===== src/rtl/cordic_arbiter.sv =====
// Round-robin arbiter that shares one iterative CORDIC core among N_REQ requesters.
// Optional WAIT timeout is compiled in with `define CORDIC_ARB_TIMEOUT_EN.
module cordic_arbiter #(
  parameter int N_REQ       = 4,
  parameter int DATA_W      = 16,
  parameter int TIMEOUT_CYC = 64
) (
  input  logic                    clk_i,
  input  logic                    rst_i,
  input  logic [N_REQ-1:0]        req_i,
  input  logic [N_REQ*DATA_W-1:0] z_i,
  output logic                    start_cordic_o,
  output logic [DATA_W-1:0]       z_o,
  input  logic                    done_tick_cordic_i,
  input  logic [DATA_W-1:0]       cos_i,
  input  logic [DATA_W-1:0]       sin_i,
  output logic [N_REQ-1:0]        ack_o,
  output logic [DATA_W-1:0]       cos_o,
  output logic [DATA_W-1:0]       sin_o,
  output logic                    err_o,
  output logic                    busy_o
);

  localparam int IDX_W = (N_REQ > 1) ? $clog2(N_REQ) : 1;

  if (N_REQ < 2 || N_REQ > 8) begin : g_bad_n_req
    $error("cordic_arbiter: N_REQ must be in 2..8");
  end
  if (TIMEOUT_CYC < 2) begin : g_bad_timeout
    $error("cordic_arbiter: TIMEOUT_CYC must be at least 2");
  end

  typedef enum logic [2:0] {
    IDLE  = 3'd0,
    GRANT = 3'd1,
    START = 3'd2,
    WAIT  = 3'd3,
    RESP  = 3'd4
  } state_t;

  state_t           state;
  logic [IDX_W-1:0] last_grant;
  logic [IDX_W-1:0] grant_idx;
  logic [IDX_W-1:0] win_idx;
  logic [IDX_W-1:0] rr_winner;
  logic             rr_found;
  logic [N_REQ-1:0] grant_onehot;
  int               cand;

`ifdef CORDIC_ARB_TIMEOUT_EN
  localparam int CNT_W = $clog2(TIMEOUT_CYC);
  logic [CNT_W-1:0] wait_cnt;
`else
  assign err_o = 1'b0;
`endif

  // Search starts just after the last winner so the previous grantee has lowest priority.
  always_comb begin
    rr_winner = last_grant;
    rr_found  = 1'b0;
    cand      = 0;
    for (int i = 1; i <= N_REQ; i++) begin
      cand = (int'(last_grant) + i) % N_REQ;
      if (!rr_found && req_i[cand[IDX_W-1:0]]) begin
        rr_found  = 1'b1;
        rr_winner = cand[IDX_W-1:0];
      end
    end
  end

  assign grant_onehot = {{(N_REQ-1){1'b0}}, 1'b1} << grant_idx;

  always_ff @(posedge clk_i or posedge rst_i) begin
    if (rst_i) begin
      state          <= IDLE;
      last_grant     <= IDX_W'(N_REQ - 1);
      grant_idx      <= '0;
      win_idx        <= '0;
      z_o            <= '0;
      cos_o          <= '0;
      sin_o          <= '0;
      start_cordic_o <= 1'b0;
      ack_o          <= '0;
      busy_o         <= 1'b0;
`ifdef CORDIC_ARB_TIMEOUT_EN
      err_o          <= 1'b0;
      wait_cnt       <= '0;
`endif
    end else begin
      case (state)
        IDLE: begin
          if (rr_found) begin
            win_idx <= rr_winner;
            busy_o  <= 1'b1;
            state   <= GRANT;
          end
        end
        GRANT: begin
          grant_idx      <= win_idx;
          last_grant     <= win_idx;
          z_o            <= z_i[int'(win_idx)*DATA_W +: DATA_W];
          start_cordic_o <= 1'b1;
          state          <= START;
        end
        START: begin
          start_cordic_o <= 1'b0;
`ifdef CORDIC_ARB_TIMEOUT_EN
          wait_cnt       <= '0;
`endif
          state          <= WAIT;
        end
        // A real completion wins over a timeout landing in the same cycle.
        WAIT: begin
          if (done_tick_cordic_i) begin
            cos_o <= cos_i;
            sin_o <= sin_i;
            ack_o <= grant_onehot;
            state <= RESP;
          end
`ifdef CORDIC_ARB_TIMEOUT_EN
          else if (wait_cnt == CNT_W'(TIMEOUT_CYC - 1)) begin
            ack_o <= grant_onehot;
            err_o <= 1'b1;
            state <= RESP;
          end else begin
            wait_cnt <= wait_cnt + CNT_W'(1);
          end
`endif
        end
        RESP: begin
          ack_o  <= '0;
          busy_o <= 1'b0;
`ifdef CORDIC_ARB_TIMEOUT_EN
          err_o  <= 1'b0;
`endif
          state  <= IDLE;
        end
        default: begin
          start_cordic_o <= 1'b0;
          ack_o          <= '0;
          busy_o         <= 1'b0;
`ifdef CORDIC_ARB_TIMEOUT_EN
          err_o          <= 1'b0;
`endif
          state          <= IDLE;
        end
      endcase
    end
  end

endmodule


===== config.mk =====
export PLATFORM = sky130hd
export DESIGN_NAME = cordic_arbiter
export DESIGN_NICKNAME = d
export VERILOG_FILES = /design/src/rtl/cordic_arbiter.sv
export SDC_FILE = /design/constraint.sdc
export NUM_CORES = 1
export LEC_CHECK = 0
export CAP_MARGIN = 20
export CORE_ASPECT_RATIO = 0.9
export CORE_UTILIZATION = 42
export CTS_CLUSTER_DIAMETER = 200
export DETAILED_ROUTE_END_ITERATION = 12
export PLACE_DENSITY = 0.86
export SLEW_MARGIN = 20
export SYNTH_ARGS = -nofsm -noshare
export SYNTH_HDL_FRONTEND = slang
export SYNTH_SLANG_ARGS = --single-unit
export TNS_END_PERCENT = 1

===== constraint.sdc =====
create_clock -name clk_i -period 4.8 [get_ports clk_i]
set_clock_uncertainty 0.1 [all_clocks]
set_input_delay 0.72 -clock clk_i [delete_from_list [all_inputs] [get_ports clk_i]]
set_output_delay 0.72 -clock clk_i [all_outputs]
set_load 0.005 [all_outputs]

==> impl_metrics.tcl <==
set metrics [dict create \
    status "finished, final reports clean" \
    synth_common_cells "100 x nand2_1, 61 x dfrtp_1, 9 x nor2_1" \
    gp_congestion 0.764 \
    htreeDepth 3 \
    startpoint_type "input pin" \
    crit_type "input pin to flip-flop" \
    crit_arrival_ps 2290 \
    ctsResizeCount 0 \
    via_per_inst 4.91 \
    route.detailed.drc 0 \
    numCtsBuffers 9 \
    n_antenna_cell 0 \
    grt_pass1_wl_um 12400 \
    antenna_left 0 \
    grt_max_degree 38 \
    drive_gt1_share_pct 10.6 \
    dr.pass1.iters 4 \
    multiInputGateArea_um2 1210 \
    critPathBufInv 3 \
    rows 28 \
    dieWidth_um 89.7 \
    cts.sinks 63 \
    grt.overflow.total 0 \
    worst_pin_slew_ps 959 \
    netlist_area_um2 2910 \
    ys_ff_latch 63 \
    holdBufCountCts 0 \
    yosys.area.top_type_share_pct 52.5 \
    hpwl_um 5970 \
    async_flop_share_pct 100 \
    core_area_um2 6620 \
    slew_viol_final 0 \
    holdCritPathClass "flip-flop to flip-flop" \
    cts_max_path_buffers 2 \
    ys_warn_count 0 \
    setup_viol 0 \
    fmax_mhz 458 \
    synth_area_leaders "dfrtp_1 52%, nand2_1 13%, mux4_1 7.2%" \
    hold_viol_final 0 \
    wl_per_cell_um 15.1 \
    synth.distinct_cells 29 \
    cts_setup_buffers 0 \
    slowest_delay_ps 450 \
    tns_ps 0 \
    syn2layout_area_growth_pct 60.8 \
    grt_usage_pct 22.4 \
    end_kind "flip-flop" \
    port_buffers 156 \
    crit_chain "clkdlybuf4s50_1 > nand4b_1 > buf_4 > inv_2 > a32o_1" \
    io_pins 158 \
    synthCells 257 \
    final_nets 515 \
    rsz0062_at_grt "no" \
    peakVddDrop_v 0.000444 \
    synthFlopType "dfrtp_1" \
    period_share_pct 45.5 \
    cts_tree "built" \
    first_iter_violations 109 \
    grt_pass1_vias 2521 \
    initial_core_util_pct 44.0 \
    synth_area_leader_cell "dfrtp_1" \
    slowest_stage "clkdlybuf4s50_1" \
    required_ps 4900 \
    die-height_um 81.0 \
    slew_headroom_pct 36.1 \
    yosysMostFrequentCell "nand2_1" \
    path_clk_slew_ps 60 \
    antenna_found_initial 0 \
    yosysSeqAreaShare_pct 54.3 \
    syn_area_per_cell_um2 11.3 \
    p_leak_nw 2.08 \
    seq_area_um2 1580 \
    path_delay_family "buffers and inverters" \
    syn-num-nets 360 \
    layout_min_cycle_time_ps 2180 \
    power_density_nw_per_um2 558 \
    vias 2482 \
    cts-root-buf "clkbuf_8" \
    final_core_util_pct 70.7 \
    drt-total-wl_um 7650 \
    clock_latency_ps 320 \
    synth_edf_count 0 \
    cap_violations 0 \
    worstPathMaxFanout 37 \
    num-fill-cells 498 \
    die-area_um2 7270 \
]
==> sequential cells by signal, indices dropped and copies added, names as in the netlist <==
| name | flops |
|---|---|
| state | 3 |
| cos_o | 16 |
| ack_o | 4 |
| start_cordic_o | 1 |
| busy_o | 1 |
| win_idx | 2 |
| grant_idx | 2 |
| z_o | 16 |
| sin_o | 16 |
| last_grant | 2 |
==> stage by stage <==
step | cells | power [mW] | instance area [um2] | hold slack, ps | setup slack, ps
global placement | 490 | 2.18 | 4500 | 358 | 2320
floorplan | 257 | 1.61 | 2910 | 369 | 2410
detailed placement | 491 | 2.24 | 4520 | 361 | 2270
finish | 505 | 2.61 | 4680 | 373 | 2620
CTS | 505 | 2.64 | 4680 | 378 | 2600
global route | 505 | 2.79 | 4680 | 396 | 2500
==> cell families (layout without fill, tap and decap cells) <==
| logic type | count (synthesis) | count (layout) | synth area share [%] |
|---|---|---|---|
| AOI/OAI and AO/OA | 19 | 19 | 4.39 |
| DFF | 63 | 63 | 54.3 |
| buffers and inverters | 23 | 181 | 4.39 |
| muxes | 32 | 32 | 20.6 |
| and+or+nand+nor | 119 | 119 | 16.2 |
| other | 1 | 1 | 0.129 |
==> metal layers <==
| layer | part of all wire (%) | vias to the layer above | routed length, um | GRT usage (%) |
|---|---|---|---|---|
| li1 | - | 1177 | - | - |
| met1 | 40 | 1207 | 3050 | 25.8 |
| met2 | 53 | 77 | 4040 | 39.8 |
| met3 | 3.8 | 21 | 294 | 5.43 |
| met4 | 3.4 | 0 | 261 | 11.0 |
| met5 | 0 | - | 0 | 0 |
==> area by class of cell <==
cell class	count	area share, %
Sequential cell	63	33.7
Multi-Input combinational cell	171	25.8
Clock buffer	13	3.40
Clock inverter	1	0.107
Tap cell	90	2.41
Timing Repair Buffer	159	33.9
Inverter	8	0.642
==> worst paths after layout <==
kind	from	slack (ps)	depth (start not counted)	to
max	done_tick_cordic_i	2620	5	ack_o[3]
min	cos_o[4]	370	2	cos_o[4]
max reg2reg	win_idx[0]	2670	2	z_o[10]
min reg2reg	cos_o[4]	370	2	cos_o[4]
max in group asynchronous	rst_i	3010	3	last_grant[0]
min in group asynchronous	rst_i	680	2	z_o[4]
==> placed cells by master (no fill, tap or decap), drive strengths merged <==
| cell | count |
|---|---|
| a211oi | 1 |
| a21oi | 2 |
| a22o | 1 |
| a22oi | 1 |
| a31oi | 2 |
| a32o | 4 |
| buf | 3 |
| clkbuf | 13 |
| clkdlybuf4s50 | 156 |
| clkinv | 1 |
| conb | 1 |
| dfrtp | 61 |
| dfstp | 2 |
| inv | 8 |
| mux2 | 16 |
| mux4 | 16 |
| nand2 | 100 |
| nand2b | 1 |
| nand4b | 1 |
| nor2 | 9 |
| nor2b | 5 |
| nor3 | 2 |
| nor4 | 1 |
| o21ai | 7 |
| o22ai | 1 |
==> worst register-to-register path: stages (launching register included) <==
cell and delay (ps):
dfrtp_1 970, mux4_1 670, mux2_2 270
==> power breakdown <==
group / leakage, nW / switching (mW) / internal, mW
Sequential: 0.771 / 0.214 / 0.794
Clock: 0.0854 / 0.179 / 0.210
Combinational: 1.23 / 0.428 / 0.786
Total: 2.08 / 0.821 / 1.79
Power figures use the tool's default switching activity.
